--- src/rtl/count_sequencer.sv ---
// Run/stop/clear sequencer for a two-digit tick-driven counter shown on LED as {MSD, LSD}.
// Optional down-count support is compiled in with COUNT_SEQ_DOWN_EN.
module count_sequencer #(
    parameter int unsigned PERIOD_W    = 30,
    parameter int unsigned AUTO_RELOAD = 1
) (
    input  logic                CLK_50M,
    input  logic                RST_N,
    input  logic                start,
    input  logic                stop,
    input  logic                clear,
    input  logic [PERIOD_W-1:0] period,
    input  logic [3:0]          limit,
`ifdef COUNT_SEQ_DOWN_EN
    input  logic                down,
`endif
    output logic [7:0]          LED,
    output logic                tick,
    output logic                wrap,
    output logic                running,
    output logic [1:0]          state
);

    typedef enum logic [1:0] {
        ST_IDLE  = 2'b00,
        ST_RUN   = 2'b01,
        ST_PAUSE = 2'b10,
        ST_DONE  = 2'b11
    } state_t;

    state_t              st_q;
    logic [PERIOD_W-1:0] presc_q;
    logic [3:0]          msd_q;
    logic [3:0]          lsd_q;
    logic [3:0]          lim_q;
`ifdef COUNT_SEQ_DOWN_EN
    logic                dir_q;
`endif

    logic [3:0]          lim_clamp;
    logic [3:0]          lim_top;
    logic [PERIOD_W-1:0] presc_top;
    logic                presc_hit;

    // >= rather than == so a shrinking period wraps at once instead of overrunning
    always_comb begin
        lim_clamp = (limit < 4'd2) ? 4'd2 : limit;
        lim_top   = lim_q - 4'd1;
        presc_top = (period == '0) ? '0 : period - PERIOD_W'(1);
        presc_hit = (presc_q >= presc_top);
    end

    always_ff @(posedge CLK_50M or negedge RST_N) begin
        if (!RST_N) begin
            st_q    <= ST_IDLE;
            presc_q <= '0;
            msd_q   <= '0;
            lsd_q   <= '0;
            lim_q   <= 4'd10;
            tick    <= 1'b0;
            wrap    <= 1'b0;
`ifdef COUNT_SEQ_DOWN_EN
            dir_q   <= 1'b0;
`endif
        end else begin
            tick <= 1'b0;
            wrap <= 1'b0;
            if (clear) begin
                st_q    <= ST_IDLE;
                presc_q <= '0;
                msd_q   <= '0;
                lsd_q   <= '0;
            end else if (stop) begin
                if (st_q == ST_RUN) begin
                    st_q <= ST_PAUSE;
                end
            end else if (start && (st_q != ST_RUN)) begin
                st_q <= ST_RUN;
                // resume from PAUSE keeps prescaler, digits and modulus untouched
                if (st_q != ST_PAUSE) begin
                    lim_q   <= lim_clamp;
                    presc_q <= '0;
`ifdef COUNT_SEQ_DOWN_EN
                    dir_q <= down;
                    if (down) begin
                        msd_q <= lim_clamp - 4'd1;
                        lsd_q <= lim_clamp - 4'd1;
                    end else if (st_q == ST_DONE) begin
                        msd_q <= '0;
                        lsd_q <= '0;
                    end
`else
                    if (st_q == ST_DONE) begin
                        msd_q <= '0;
                        lsd_q <= '0;
                    end
`endif
                end
            end else if (st_q == ST_RUN) begin
                if (presc_hit) begin
                    presc_q <= '0;
                    tick    <= 1'b1;
`ifdef COUNT_SEQ_DOWN_EN
                    if (dir_q) begin
                        // terminal count is the 01 -> 00 step; 00 reloads max on the next step
                        if ((msd_q == 4'd0) && (lsd_q == 4'd1)) begin
                            lsd_q <= 4'd0;
                            wrap  <= 1'b1;
                            if (AUTO_RELOAD == 0) begin
                                st_q <= ST_DONE;
                            end
                        end else if (lsd_q == 4'd0) begin
                            lsd_q <= lim_top;
                            msd_q <= (msd_q == 4'd0) ? lim_top : msd_q - 4'd1;
                        end else begin
                            lsd_q <= lsd_q - 4'd1;
                        end
                    end else
`endif
                    begin
                        if (lsd_q == lim_top) begin
                            if (msd_q == lim_top) begin
                                wrap <= 1'b1;
                                if (AUTO_RELOAD != 0) begin
                                    msd_q <= '0;
                                    lsd_q <= '0;
                                end else begin
                                    st_q <= ST_DONE;
                                end
                            end else begin
                                lsd_q <= '0;
                                msd_q <= msd_q + 4'd1;
                            end
                        end else begin
                            lsd_q <= lsd_q + 4'd1;
                        end
                    end
                end else begin
                    presc_q <= presc_q + PERIOD_W'(1);
                end
            end
        end
    end

    assign LED     = {msd_q, lsd_q};
    assign running = (st_q == ST_RUN);
    assign state   = st_q;

endmodule

--- config.mk ---
export PLATFORM = sky130hd
export DESIGN_NAME = count_sequencer
export DESIGN_NICKNAME = d
export VERILOG_FILES = /design/src/rtl/count_sequencer.sv
export SDC_FILE = /design/constraint.sdc
export NUM_CORES = 1
export LEC_CHECK = 0
export BUFFER_PORTS_ARGS = -buffer_cell sky130_fd_sc_hd__buf_2
export CORE_MARGIN = 1
export CORE_UTILIZATION = 53
export DETAILED_ROUTE_END_ITERATION = 7
export PLACE_DENSITY = 0.85
export SYNTH_ARGS = -nofsm -noshare
export SYNTH_HDL_FRONTEND = slang
export SYNTH_SLANG_ARGS = --single-unit
--- constraint.sdc ---
create_clock -name CLK_50M -period 2.4 [get_ports CLK_50M]
set_input_delay 0.24 -clock CLK_50M [delete_from_list [all_inputs] [get_ports CLK_50M]]
set_output_delay 0.24 -clock CLK_50M [all_outputs]
set_load 0.005 [all_outputs]
== After elaboration in Yosys (flattened, before gate mapping) ==
Index checks and enable logic that the tools add are counted.
Word-level totals
  register bits: 46
  input bits: 39
  output and inout port bits: 13
  word-level logic and storage cells: 76
Operators by class
  add/sub/neg operators: 5
  $lt $le $gt $ge: 2
  eq/ne operators: 10
  muxes and demuxes: 39
  bitwise operators: 2
  reduce and logical (&&, ||, !) cells: 11
Operators by type and width (count)
  two-way mux 30 bit: 7
  two-way mux 4 bit: 16
  adder 30 x 1 -> 30 bit, second input constant: 1
  greater-or-equal comparator 30 bit: 1
  logical NOT 30 bit: 1
  subtractor 30 x 1 -> 30 bit, second input constant: 1
  two-way mux 1 bit: 12
  nonzero test 3 bit: 4
  adder 4 x 1 -> 4 bit, second input constant: 2
  equality test 4 bit: 2
  two-way mux 2 bit: 4
  != test 3 x 2 -> 1 bit, second input constant: 2
  AND reduction 6 bit: 1
  AND reduction 5 bit: 1
  < comparator 4 x 2 -> 1 bit, second input constant: 1
  != test 2 x 1 -> 1 bit, second input constant: 2
  AND reduction 4 bit: 1
  subtractor 4 x 1 -> 4 bit, second input constant: 1
  != test 3 x 1 -> 1 bit, second input constant: 1
  AND reduction 3 bit: 1
  equality test 2 x 1 -> 1 bit, second input constant: 1
  equality test 2 bit, second input constant: 1
  != test 2 bit, second input constant: 1
  inverter 1 bit: 2
  2 further kinds: 2

== Logic depth before layout (Yosys ltp) ==
Gate-level depths: netlist of the first run.
  depth in word-level cells: 9
  gate-level depth with buffers: 19

== Worst setup path before layout of the first run ==
Ideal clock, no wire load.
  path type: input -> register
  from: input period[1]
  to: register lsd_q[2]
  data arrival time: 4.203 ns
  data required time: 2.274 ns
  slack: -1.929 ns
  cell stages on the path: 15
  buffers on the path: 0
  cell sequence: or4_1 nor2_4 nand4_2 or3b_4 or3b_1 nor3_2 a21oi_1 ha_1 nand4_1 or3_1 or4_1 a41o_1 a21oi_4 nand2_1 a221o_1
On the way
  longest elaborated chain between the ends: 5
  elaborated cells on any way between the ends: 6
Ends and longest elaborated chain
  start, declared: RTL line 12  | input logic [PERIOD_W-1:0] period,
  subtractor 30 x 1 -> 30 bit / logical NOT 30 bit (equally long branches): RTL line 49  | presc_top = (period == '0) ? '0 : period - PERIOD_W'(1);
  two-way mux 30 bit (*): RTL line 49
  greater-or-equal comparator 30 bit (*): RTL line 50  | presc_hit = (presc_q >= presc_top);
  nonzero test 3 bit (no line) (*)
  AND reduction 5 bit (no line) (*)
  end signal, assigned: RTL line 135  | lsd_q <= lsd_q + 4'd1;
  end, declared: RTL line 34  | logic [3:0] lsd_q;
Every way passes the cells marked *; elsewhere a longest branch is shown, timed or not.
A chain may end at the register's enable or synchronous reset.

== Worst setup path in the final report of the first run ==
  from: input period[15]
  to: register presc_q[14]
On the way
  longest elaborated chain between the ends: 8
  elaborated cells on any way between the ends: 9
Ends and longest elaborated chain
  subtractor 30 x 1 -> 30 bit / logical NOT 30 bit (equally long branches): RTL line 49
  two-way mux 30 bit (*): RTL line 49
  greater-or-equal comparator 30 bit (*): RTL line 50
  two-way mux 30 bit (*): RTL line 100  | if (presc_hit) begin
  two-way mux 30 bit (*): RTL line 99  | end else if (st_q == ST_RUN) begin
  two-way mux 30 bit (*): RTL line 77  | end else if (start && (st_q != ST_RUN)) begin
  two-way mux 30 bit (*): RTL line 73  | end else if (stop) begin
  two-way mux 30 bit (*): RTL line 68  | if (clear) begin
  end signal, assigned: RTL line 139  | presc_q <= presc_q + PERIOD_W'(1);
  end, declared: RTL line 32  | logic [PERIOD_W-1:0] presc_q;
Every way passes the cells marked *; elsewhere a longest branch is shown, timed or not. The select of a mux whose other input is x is not followed.

==> results of run 1 <==
==> worst reg2reg max path, stage by stage (launching register included) <==
cell	delay, ns
sky130_fd_sc_hd__dfrtp_1	0.41
sky130_fd_sc_hd__ha_1	0.34
sky130_fd_sc_hd__a21oi_1	0.21
sky130_fd_sc_hd__o21ai_0	0.25
sky130_fd_sc_hd__a2111oi_4	0.42
sky130_fd_sc_hd__buf_4	0.18
sky130_fd_sc_hd__and3_1	0.21
sky130_fd_sc_hd__a21oi_4	0.11
sky130_fd_sc_hd__buf_4	0.17
sky130_fd_sc_hd__buf_4	0.14
sky130_fd_sc_hd__a221o_1	0.32
==> cell type report <==
class | count | area share
multi-input combinational | 377 | 0.527
inverter | 10 | 0.00735
tap | 96 | 0.0235
sequential | 46 | 0.226
timing repair buffer | 144 | 0.199
clock inverter | 1 | 0.000980
clock buffer | 7 | 0.0169
==> power breakdown <==
| part | leakage [uW] | switching [uW] | internal [uW] | total (uW) |
|---|---|---|---|---|
| Clock | 0.0000482 | 280 | 233 | 513 |
| Combinational | 0.00184 | 293 | 254 | 547 |
| Sequential | 0.000630 | 54.2 | 813 | 867 |
==> metal layers <==
metal | share of wire | vias to the layer above
met5 | 0 | -
met4 | 0.074 | 0
met3 | 0.081 | 105
met2 | 0.47 | 306
met1 | 0.37 | 2040
li1 | - | 1883
==> layout by cell type, fill, tap and decap left out, types with 8 or more instances in the layout <==
cell type / instances
sky130_fd_sc_hd__xnor2_1: 14
sky130_fd_sc_hd__nor3_1: 13
sky130_fd_sc_hd__ha_1: 35
sky130_fd_sc_hd__nor4_1: 8
sky130_fd_sc_hd__nand3_1: 15
sky130_fd_sc_hd__nor2_1: 49
sky130_fd_sc_hd__buf_2: 50
sky130_fd_sc_hd__o21ai_0: 12
sky130_fd_sc_hd__inv_1: 10
sky130_fd_sc_hd__a21oi_1: 25
sky130_fd_sc_hd__dfrtp_1: 44
sky130_fd_sc_hd__nand4_1: 17
sky130_fd_sc_hd__buf_4: 85
sky130_fd_sc_hd__xor2_1: 35
sky130_fd_sc_hd__nand2_1: 53
==> cells by family after synthesis <==
group / synth area share
compound gates: 0.129
xor+xnor: 0.114
fa+ha+maj: 0.117
buf+inv: 0.0210
flops: 0.307
mux: 0.0143
simple gates: 0.298
==> what timing repair did <==
item                       CTS  global route
setup endpoints to repair   40            40
gates cloned                 3             0
pin swaps                   12            10
setup buffers                7             3
gates resized for setup     23            13
==> metrics by stage <==
step                utilization  hold slack [ns]
global route              0.748            0.187
floorplan                     -          -0.0556
detailed placement        0.691            0.468
finish                    0.748            0.114
CTS                       0.734            0.147
global placement          0.691            0.465
==> sequential cells by signal, indices dropped and copies added, names as in the netlist <==
register / flops
tick: 1
lsd_q: 4
lim_q: 4
msd_q: 4
wrap: 1
state: 2
presc_q: 30
==> final timing paths <==
check / end / start / slack [ns] / depth (start not counted)
max: presc_q[14] / period[15] / -1.81 / 17
min in group CLK_50M: state[1] / clear / 0.22 / 2
min: lsd_q[3] / RST_N / 0.11 / 1
min reg2reg: lim_q[1] / lim_q[1] / 0.55 / 2
max in group asynchronous: presc_q[5] / RST_N / 1.64 / 1
max reg2reg: msd_q[3] / presc_q[17] / -0.45 / 10
==> results, run 1 <==
- The total of fill cells in the finished design is approximately 460.
- Yosys attributes the largest share of cell area to sky130_fd_sc_hd__dfrtp_1 29%, sky130_fd_sc_hd__ha_1 12%, sky130_fd_sc_hd__xor2_1 8.2%.
- The min-delay analysis places its worst path in the category in -> async.
- TritonCTS built the clock tree.
- The worst setup path is of the in -> reg kind.
- The routed wire length is 12.9 mm.
- The first global-routing pass estimated ~19 mm of wire.
- The number of global-route vias before repair was 4083.
- The fraction of met1 tracks used by global routing is 0.378.
- After synthesis, the share of flip-flops with an asynchronous set or reset is 1.00.
- The most common cell in the synthesized netlist is sky130_fd_sc_hd__nand2_1.
- Dividing the detail-routed wire length by the instance count gives 19.0 um.
- The maximum number of buffers from clock root to sink is 2.
- The count of buffers added on input and output ports is just over 50.
- The worst setup path is launched from an input port.
- In the global route stage, met3 resource usage came out at 0.0654.
- The hold violation total from the final report is 0.
- The cell area after layout is about 0.0051 mm2.
- At the later pin of the worst-skew pair, clock insertion delay measures ~0.31 ns.
- The commonest cells after synthesis are 56 x sky130_fd_sc_hd__nand2_1, 51 x sky130_fd_sc_hd__nor2_1, 44 x sky130_fd_sc_hd__dfrtp_1.
- The half-perimeter wire length of the detailed placement result is roughly 7.7 mm.
- Before CTS, the worst setup slack after placement is -1.99 ns.
- The initial antenna violation count is 0.
- The area occupied by multi-input gates is approximately 0.0027 mm2.
- Together, buffers and inverters on the worst path number 3.
- The detailed-router iteration count before antenna repair is 8.
- The critical path goes through buf_2 -> or4_4 -> nor2_2 -> nand4_4 -> or3b_4 -> or3b_4 -> nor3_2 -> a21oi_1 -> ha_1 -> nand4_1 -> or3_1 -> or4_4 -> a41o_1 -> a21oi_4 -> buf_4 -> bufbuf_16 -> nor2_1.
- On the worst path, the slowest cell contributes a delay of roughly 0.55 ns.
- The largest individual stage delay along the critical path comes from the cell sky130_fd_sc_hd__or4_4.
- The total placed instance area is 0.00472 mm2.
- Setup repair after global routing could not meet its margin everywhere.
- The overall global routing resource usage is 0.321.
- The area of the core is roughly 0.0068 mm2.
- In this run the mean area of a mapped cell was between 8 and 9 um2.
- Across the VDD grid, the largest voltage drop is approximately 0.27 mV.
- The remaining routing DRC violations is 0.
- In the post-route analysis, the smallest setup slack over all paths is -1.81 ns.
- Dividing the detail-routed via count by the number of cells gives 6.36.
- STA classifies the critical path endpoint as a register.
- The H-tree level count is 2.
- The gate count of the mapped netlist is 440.
- Buffers inserted during clock tree synthesis total 5.
- Timing would allow up to 238 MHz.
- The initialized floorplan defines 30 standard-cell rows.
- Dividing total power by cell area gives a power density of 377 mW/mm2.
- For this run, the number of Yosys warnings is 0.
- The overall overflow remaining after global route is 0.
- Of the available clock period, the critical path in the final layout requires 1.75.
- Setup violations remaining at the end of the flow were counted as 40.
- The share of synthesized area in the top cell type comes to 0.293.
- The synthesized design spends more area on one cell type than any other, namely sky130_fd_sc_hd__dfrtp_1.
- In the synthesized netlist the dominant register cell turns out to be sky130_fd_sc_hd__dfrtp_1.
- The leakage power figure is 0.00252 uW.
- The count of cells in the finished layout, fillers not included, comes to 681.
- In this run, synthesis inferred 0 flip-flops with an integrated enable.
- The worst clock skew on the final layout is between 0.01 and 0.015 ns.
- The die outline width is 86.2 um.
- In this run the most used layer during global routing was met2.
- The register area share after synthesis is 0.307.
- The initial detailed-routing violation count is ~470.
- The final reports fail on negative setup slack.
- For the pin with the worst max-slew slack, the measured transition is about 1.0 ns.
- The power consumption is approximately 1900 uW.
- The global placer's final weighted congestion is between 0.9 and 1.
- The worst path in the final design needs a cycle of between 4 and 5 ns, including I/O delays and setup.
- Of the cells placed in the final design, the portion with a size suffix greater than 1 is 0.328.
- Entering global routing, the biggest net connects 47 pins.
- After routing, the total negative slack on setup checks comes to -68.28 ns.
- The number of different library cells used by synthesis comes to 60.
- The max-slew violation total from the final report came to 0.
- Once detail routing completed, the nets flagged for antenna violations numbered 0.
- The number of antenna diodes in the final layout is 0.
- The total die area is between 0.007 and 0.008 mm2.
- Measured against its own limit, the worst slew margin works out to 0.304.
- The met2 layer usage reported by global route is 0.551.
- The number of instances in the placed design is 660.
- Registers take between 0.001 and 0.0015 mm2.
- The net count after synthesis is around 500.
- For the worst setup path, the data arrival time is 4.40 ns.
- The post-CTS clock slew at the launch and capture registers of the worst setup and hold paths is about 0.1 ns.
- The synthesized cell area is 0.00375 mm2.
- For this design the top-level I/O count stands at between 50 and 60.
- The height of the die is approximately 86 um.
- The clock drives 46 sinks.
- Data on the critical path is required at its endpoint by approximately 2.6 ns.
- The flop and latch count out of synthesis is 46.
- The area growth from synthesis to layout is 36.1%.
- Broken down by cell family, the worst path's largest delay share belongs to simple AND/OR/NAND/NOR gates.
- For this configuration, the core starts out at a cell density of 0.549.
- The routed layout has between 4000 and 5000 vias.
- The run finished, with violations left.
- The cts-stage hold buffer count is 0.
- In this run the worst path has a maximum fanout of 7.
- Max-cap violations in this run came to 0.
- The root buffer cell is sky130_fd_sc_hd__clkbuf_8.
- The number of nets in the layout is 658.
No activity file was read; power rests on OpenSTA's default activity.
==> inputs of run 2 (changes only) <==
Settings changed: MAX_ROUTING_LAYER set to met4, PLACE_DENSITY 0.85 to 0.82.
Clock period 2.4 ns to 4.3 ns, I/O delays scaled along.
==> run 2 against run 1 <==
  * The flow now finishes without violations
  * Global-route usage shrank 6.4 points
  * Register-to-register slack better by 2.0 ns
  * Sequential power decreased by 45%
  * Worst setup slack better by 1.9 ns
  * Wire length down 31%
  * Via count is 18% lower
  * Highest routed layer unchanged
  * Clock skew down 0.0031 ns
==> results, run 2 (synthesis gave the netlist of run 1 again) <==
- Status: finished clean (was finished with violations).
- The top register by number of flip-flops was presc_q (unchanged).
- The number of cells in the finished layout apart from fillers is 619 (was 681).
- The worst clock skew on the final layout was 0.0104 ns (was 0.0135 ns).
- The average vias per placed instance is 5.77 (was 6.36).
- The remaining antenna violation count after routing came to 0 (unchanged).
- The area of the core came to 0.00683 mm2 (unchanged).
- The half-perimeter wire length of the detailed placement result was 6.99 mm (was 7.71 mm).
- The met2 layer usage reported by global route came to 0.454 (was 0.551).
- The max-capacitance violation count was 0 (unchanged).
- The fraction of layout cells with a size suffix above 1 is 0.224 (was 0.328).
- The wire length of the first global-routing pass was 14.9 mm (was 18.7 mm).
- The reg2reg setup slack is 1.54 ns (was -0.45 ns).
- The CTS tree is yes (unchanged).
- The leakage power figure is 0.00216 uW (was 0.00252 uW).
- The overall overflow remaining after global route is 0 (unchanged).
- The overall global routing resource usage is 0.258 (was 0.321).
- The total placed instance area was 0.00433 mm2 (was 0.00472 mm2).
- The starting density of the core is 0.549 (unchanged).
- The transition time at the pin with the least slew margin is 1.01 ns (was 1.04 ns).
- The type of element launching the critical path was an input port (unchanged).
- The endpoint type of the worst setup path is a register (unchanged).
- The detailed-route wire length per cell is 14.5 um (was 19.0 um).
- The number of endpoints failing setup at the final stage is 0 (was 40).
- The layout-stage area growth over the synthesis result is 19.2% (was 36.1%).
- The max-slew violation total from the final report was 0 (unchanged).
- The number of buffers inserted during clock tree synthesis came to 5 (unchanged).
- The critical path's top delay family is simple AND/OR/NAND/NOR gates (unchanged).
- Timing would allow up to roughly 240 MHz.
- The endpoint arrival time on the critical path came to 4.45 ns (was 4.40 ns).
- The fraction of met1 tracks used by global routing is 0.309 (was 0.378).
- The H-tree level count came to 2 (unchanged).
- The remaining max-slew budget at the tightest pin came to 0.326 (was 0.304).
- The endpoint required time on the critical path is 4.50 ns (was 2.59 ns).
- The post-route worst hold slack is 0.285 ns (was 0.114 ns).
- The total number of placement rows was 30 (unchanged).
- The pin count of the biggest net entering global routing is 47 (unchanged).
- The initial detailed-routing violation count came to 216 (was 473).
- The number of nets in the layout is 596 (was 658).
- The post-CTS clock slew at the launch and capture registers of the worst setup and hold paths came to 0.09 ns (was 0.10 ns).
- The fraction of met3 tracks used by global routing is 0.0366 (was 0.0654).
- The height of the die is 86.2 um (unchanged).
- The antenna diode instance count came to 0 (unchanged).
- The clock latency on the worst-skew pair was 0.31 ns (about the same).
- The hold violation total from the final report is 0 (unchanged).
- The initial antenna violation count is 0 (unchanged).
- The startpoint-to-endpoint class of the critical path is in -> reg (unchanged).
- The number of flip-flops in the largest register is 30 (unchanged).
- Highest-count cells in the layout ignoring fill and taps: 54 x sky130_fd_sc_hd__nand2_1, 50 x sky130_fd_sc_hd__nor2_1, 50 x sky130_fd_sc_hd__buf_2, 44 x sky130_fd_sc_hd__dfrtp_1 (was 85 x sky130_fd_sc_hd__buf_4, 53 x sky130_fd_sc_hd__nand2_1, 50 x sky130_fd_sc_hd__buf_2, 49 x sky130_fd_sc_hd__nor2_1, 44 x sky130_fd_sc_hd__dfrtp_1).
- The worst IR drop on VDD is 0.192 mV (was 0.267 mV).
- The layer with the highest usage was met2 (unchanged).
- The cell area after layout is 0.00448 mm2 (was 0.00511 mm2).
- The die outline width is 86.2 um (unchanged).
- Setup repair after global routing missed its margin: true (unchanged).
- The number of ports placed on the die boundary is 52 (unchanged).
- The routed wire length came to 8.95 mm (was 12.9 mm).
- The launch point of the worst path is period[15] (unchanged).
- The maximum number of buffers from clock root to sink is 2 (unchanged).
- The global placer's final weighted congestion is 0.924 (was 0.904).
- The most frequent standard cell in the layout excluding fill and tap cells is sky130_fd_sc_hd__nand2_1 (was sky130_fd_sc_hd__buf_4).
- The detailed-router iteration count before antenna repair came to 4 (was 8).
- The total negative slack for setup checks is 0 ns (was -68.28 ns).
- The total die area came to 0.00742 mm2 (unchanged).
- The core utilization of the finished layout is 0.655 (was 0.748).
- The count of buffering cells on the critical path with inverters included was 1 (was 3).
- The largest stage delay on the critical path is 0.55 ns (about the same).
- The via count was 3569 (was 4334).
- The slowest cell on the critical path is sky130_fd_sc_hd__or4_4 (unchanged).
- The minimum clock period after layout is 4.25 ns.
- The total power per unit cell area is 232 mW/mm2 (was 377 mW/mm2).
- The launching point of the worst reg2reg path was presc_q[23] (was presc_q[17]).
- The path category of the worst min-delay check is in -> async (unchanged).
- The count of input and output buffers is 51 (unchanged).
- The count of clock tree sinks is 46 (unchanged).
- The remaining routing DRC violations is 0 (unchanged).
- The biggest fanout along the worst timing path is 5 (was 7).
- Dividing the final minimum period by the clock period gives 0.989.
- The number of global-route vias before repair came to 3461 (was 4083).
- Cells along the critical path: buf_2 -> or4_4 -> nor2_2 -> nand4_2 -> or3b_4 -> or3b_4 -> nor3_2 -> a21oi_1 -> ha_1 -> nand4_1 -> or3_1 -> or4_4 -> a41o_1 -> a21oi_4 -> nand2_2 -> a221o_1 (was buf_2 -> or4_4 -> nor2_2 -> nand4_4 -> or3b_4 -> or3b_4 -> nor3_2 -> a21oi_1 -> ha_1 -> nand4_1 -> or3_1 -> or4_4 -> a41o_1 -> a21oi_4 -> buf_4 -> bufbuf_16 -> nor2_1).
- The number of instances in the placed design is 609 (was 660).
- The root buffer cell is sky130_fd_sc_hd__clkbuf_8 (unchanged).
[run 2: power by group]
part           leakage (uW)  internal (uW)  switching (uW)
clock             0.0000504            173             157
sequential         0.000630            454            26.9
combinational       0.00148            104             124
total               0.00216            731             308
[run 2: cell type report]
class                      instances  area [um2]
multi-input combinational        376        2550
fill                             580        2360
sequential                        46        1150
timing repair buffer              83         502
tap                               96         120
clock buffer                       5        68.8
clock inverter                     3        45.0
inverter                          10        37.5
[run 2: per-stage QoR]
| stage | power (uW) | worst slack (ns) |
|---|---|---|
| final | 1040 | 0.0456 |
| after global routing | 1090 | -0.121 |
| after CTS | 1040 | 0.0127 |
| after detailed placement | 713 | -0.331 |
| after global placement | 701 | -0.165 |
| after floorplan | 619 | 0.0269 |
[run 2: timing repair]
action                     CTS  global route
pin swaps                    0             3
hold buffers                 0             0
gates resized for setup      1             6
setup endpoints to repair    1            38
setup buffers                0             2
[run 2: per-layer routing]
| metal | vias up | share of wire |
|---|---|---|
| li1 | 1754 | - |
| met1 | 1708 | 0.43 |
| met2 | 88 | 0.51 |
| met3 | 19 | 0.045 |
| met4 | 0 | 0.014 |
| met5 | - | 0 |
[run 2: worst register-to-register path: stages (launching register included)]
cell and delay, ns:
sky130_fd_sc_hd__dfrtp_1 0.46, sky130_fd_sc_hd__ha_1 0.33, sky130_fd_sc_hd__nand2_1 0.09, sky130_fd_sc_hd__or3_1 0.41
sky130_fd_sc_hd__or4_4 0.44, sky130_fd_sc_hd__a41o_1 0.23, sky130_fd_sc_hd__a21oi_4 0.20, sky130_fd_sc_hd__nand2_2 0.12
sky130_fd_sc_hd__a221o_1 0.36
[run 2: worst paths after layout]
| check | to | cells after the start |
|---|---|---|
| max reg2reg | lsd_q[3] | 8 |
| min in group CLK_50M | lim_q[0] | 3 |
| max in group asynchronous | presc_q[25] | 1 |
| max | lsd_q[3] | 16 |
| min | lsd_q[2] | 1 |
| min reg2reg | lim_q[1] | 2 |
==> inputs of run 3 (changes only) <==
Settings changed: BUFFER_PORTS_ARGS -buffer_cell sky130_fd_sc_hd__buf_2 to -buffer_cell sky130_fd_sc_hd__buf_4.
==> run 3 against run 2 <==
  * Clock power shrank 16%
  * Die area is the same
  * Hold slack lost 0.15 ns
  * Non-clock buffer count is the same
  * Clock skew grew 0.0023 ns
  * First-iteration DRC count grew 15%
  * Clock-buffer cell count grew 2
  * Fmax shrank 0.19%
  * Power shrank 3.2%
  * Sequential share of layout area shrank 0.77 points
  * Critical path depth is the same
  * Register-to-register slack gained 0.03 ns
==> results, run 3 (synthesis gave the netlist of run 1 again) <==
- Status: finished clean (unchanged).
- The clock latency on the worst-skew pair is 0.30 ns (was 0.31 ns).
- The overall global routing resource usage was 0.267 (was 0.258).
- The end of the worst register-to-register path is msd_q[3] (was lsd_q[3]).
- The count of clock tree sinks is 46 (unchanged).
- The endpoint required time on the critical path came to 4.48 ns (was 4.50 ns).
- The max-slew violation total from the final report came to 0 (unchanged).
- The number of cells on the worst reg-to-reg path is 8 (unchanged).
- The leakage power figure is 0.00220 uW (was 0.00216 uW).
- Highest-count cells in the layout ignoring fill and taps: 81 x sky130_fd_sc_hd__buf_4, 54 x sky130_fd_sc_hd__nand2_1, 50 x sky130_fd_sc_hd__nor2_1, 44 x sky130_fd_sc_hd__dfrtp_1 (was 54 x sky130_fd_sc_hd__nand2_1, 50 x sky130_fd_sc_hd__nor2_1, 50 x sky130_fd_sc_hd__buf_2, 44 x sky130_fd_sc_hd__dfrtp_1).
- The minimum clock period after layout came to 4.26 ns (was 4.25 ns).
- The path category of the worst min-delay check was in -> async (unchanged).
- The most frequent standard cell in the layout excluding fill and tap cells is sky130_fd_sc_hd__buf_4 (was sky130_fd_sc_hd__nand2_1).
- The die outline width is 86.2 um (unchanged).
- The total number of placement rows is 30 (unchanged).
- The total die area is 0.00742 mm2 (unchanged).
- The half-perimeter wire length of the detailed placement result is 7.23 mm (was 6.99 mm).
- The startpoint-to-endpoint class of the critical path was in -> reg (unchanged).
- The initial antenna violation count came to 0 (unchanged).
- The number of ports placed on the die boundary came to 52 (unchanged).
- The endpoint arrival time on the critical path is 4.44 ns (was 4.45 ns).
- The maximum number of buffers from clock root to sink was 2 (unchanged).
- The count of input and output buffers is 51 (unchanged).
- The switching part of the total is 0.299 (was 0.296).
- The cell area after layout came to 0.00461 mm2 (was 0.00448 mm2).
- The internal cell power is 704 uW (was 731 uW).
- The reg2reg setup slack is 1.57 ns (was 1.54 ns).
- The pin count of the biggest net entering global routing is 47 (unchanged).
- The root buffer cell is sky130_fd_sc_hd__clkbuf_8 (unchanged).
- The clock share of power is 0.275 (was 0.317).
- The worst clock skew on the final layout is 0.0126 ns (was 0.0104 ns).
- The power consumption is 1010 uW (was 1040 uW).
- The number of buffers inserted during clock tree synthesis came to 5 (unchanged).
- The detailed-router iteration count before antenna repair came to 6 (was 4).
- The fraction of layout cells with a size suffix above 1 is 0.228 (was 0.224).
- The global placer's final weighted congestion is 0.926 (was 0.924).
- The H-tree level count is 2 (unchanged).
- The fmax was 235 MHz (about the same).
- The minimum setup slack in the final design is 0.0376 ns (was 0.0456 ns).
- The biggest fanout along the worst timing path is 5 (unchanged).
- The CTS tree is yes (unchanged).
- The total placed instance area is 0.00446 mm2 (was 0.00433 mm2).
- The wire length of the first global-routing pass is 15.4 mm (was 14.9 mm).
- The cts-stage hold buffer count is 0 (unchanged).
- The number of flip-flops in the largest register is 30 (unchanged).
- The number of global-route vias before repair is 3473 (was 3461).
- The transition time at the pin with the least slew margin was 0.620 ns (was 1.01 ns).
- The max-capacitance violation count came to 0 (unchanged).
- The antenna diode instance count is 0 (unchanged).
- The launching point of the worst reg2reg path is presc_q[23] (unchanged).
- The post-CTS clock slew at the launch and capture registers of the worst setup and hold paths came to 0.09 ns (about the same).
- The sequential cell fraction of total power is 0.479 (was 0.463).
- Setup repair after global routing missed its margin: true (unchanged).
- The worst IR drop on VDD is 0.170 mV (was 0.192 mV).
- The remaining antenna violation count after routing is 0 (unchanged).
- The share of the cycle needed by the critical path after routing came to 0.991 (was 0.989).
- The area of the core is 0.00683 mm2 (unchanged).
- The number of nets in the layout was 596 (unchanged).
- The worst setup slack after placement is -0.275 ns (was -0.331 ns).
- The via count is 3580 (was 3569).
- The part of the total power dissipated in combinational logic was 0.246 (was 0.220).
- The average vias per placed instance is 5.78 (was 5.77).
- The endpoint type of the worst setup path is a register (unchanged).
- The total of fill cells in the finished design was 587 (was 580).
- The height of the die was 86.2 um (unchanged).
- The hold violation total from the final report is 0 (unchanged).
- The remaining max-slew budget at the tightest pin is 0.587 (was 0.326).
- The top register by number of flip-flops is presc_q (unchanged).
- The number of endpoints failing setup at the final stage is 0 (unchanged).
- The initial detailed-routing violation count is 249 (was 216).
- The total net switching power is 301 uW (was 308 uW).
- The core utilization of the finished layout is 0.675 (was 0.655).
- The routed wire length is 9.22 mm (was 8.95 mm).
- The starting density of the core came to 0.549 (unchanged).
- The type of element launching the critical path is an input port (unchanged).
- The remaining routing DRC violations is 0 (unchanged).
- The detailed-route wire length per cell was 14.9 um (was 14.5 um).
- The overall overflow remaining after global route is 0 (unchanged).
- The layout-stage area growth over the synthesis result is 22.9% (was 19.2%).
- The total power per unit cell area was 218 mW/mm2 (was 232 mW/mm2).
[run 3: worst max path at each step]
stage                from       end  slack [ns]  cells past startpoint
5_1_grt         period[9]  lsd_q[2]       -0.16                     16
4_1_cts        period[15]  msd_q[3]        0.02                     16
6_report        period[9]  msd_q[3]        0.04                     16
3_3_place_gp    period[9]  lsd_q[3]       -0.18                     16
3_5_place_dp    period[9]  lsd_q[3]       -0.28                     16
2_1_floorplan   period[1]  lsd_q[2]        0.03                     15
[run 3: repair_timing]
| item | 4_1_cts | 5_1_grt |
|---|---|---|
| buffers inserted | 0 | 1 |
| pin swaps | 0 | 2 |
| endpoints found under the setup margin | 1 | 38 |
| gates resized for setup | 1 | 12 |
[run 3: area by class of cell]
type                       instances  area [um2]  area share
sequential                        46        1150       0.250
clock buffer                       7        86.3      0.0187
timing repair buffer              83         631       0.137
multi-input combinational        376        2580       0.559
clock inverter                     1        5.00     0.00108
inverter                          10        37.5     0.00814
tap                               96         120      0.0260
[run 3: power by group through the flow]
stage                     sequential, uW  combinational, uW  clock, uW
after floorplan                      483                135          0
after global placement               487                232          0
after detailed placement             490                241          0
after CTS                            481                244        282
after global routing                 486                273        300
final                                482                247        276
[run 3: routing by layer]
layer / share of wire / track usage
met1: 0.43 / 0.321
met2: 0.51 / 0.462
met3: 0.041 / 0.0443
met4: 0.016 / 0.0727
met5: 0 / -
[run 3: worst max-delay path: stages]
cell                      delay [ns]
sky130_fd_sc_hd__buf_6          0.10
sky130_fd_sc_hd__or4_4          0.55
sky130_fd_sc_hd__nor3_4         0.15
sky130_fd_sc_hd__nand4_2        0.14
sky130_fd_sc_hd__or3b_4         0.42
sky130_fd_sc_hd__or3b_4         0.39
sky130_fd_sc_hd__nor3_2         0.10
sky130_fd_sc_hd__a21oi_1        0.05
sky130_fd_sc_hd__ha_1           0.29
sky130_fd_sc_hd__nand4_1        0.14
sky130_fd_sc_hd__or3_1          0.35
sky130_fd_sc_hd__or4_4          0.44
sky130_fd_sc_hd__a41o_1         0.23
sky130_fd_sc_hd__a21oi_4        0.19
sky130_fd_sc_hd__nand3_2        0.14
sky130_fd_sc_hd__a221o_1        0.33
[run 3: metrics by stage]
step / cells / hold WS [ns] / setup TNS [ns]
floorplan: 440 / 0.134 / 0
global placement: 610 / 0.470 / -3.43
detailed placement: 610 / 0.477 / -7.00
CTS: 618 / 0.144 / 0
global route: 619 / 0.167 / -2.27
finish: 619 / 0.131 / 0
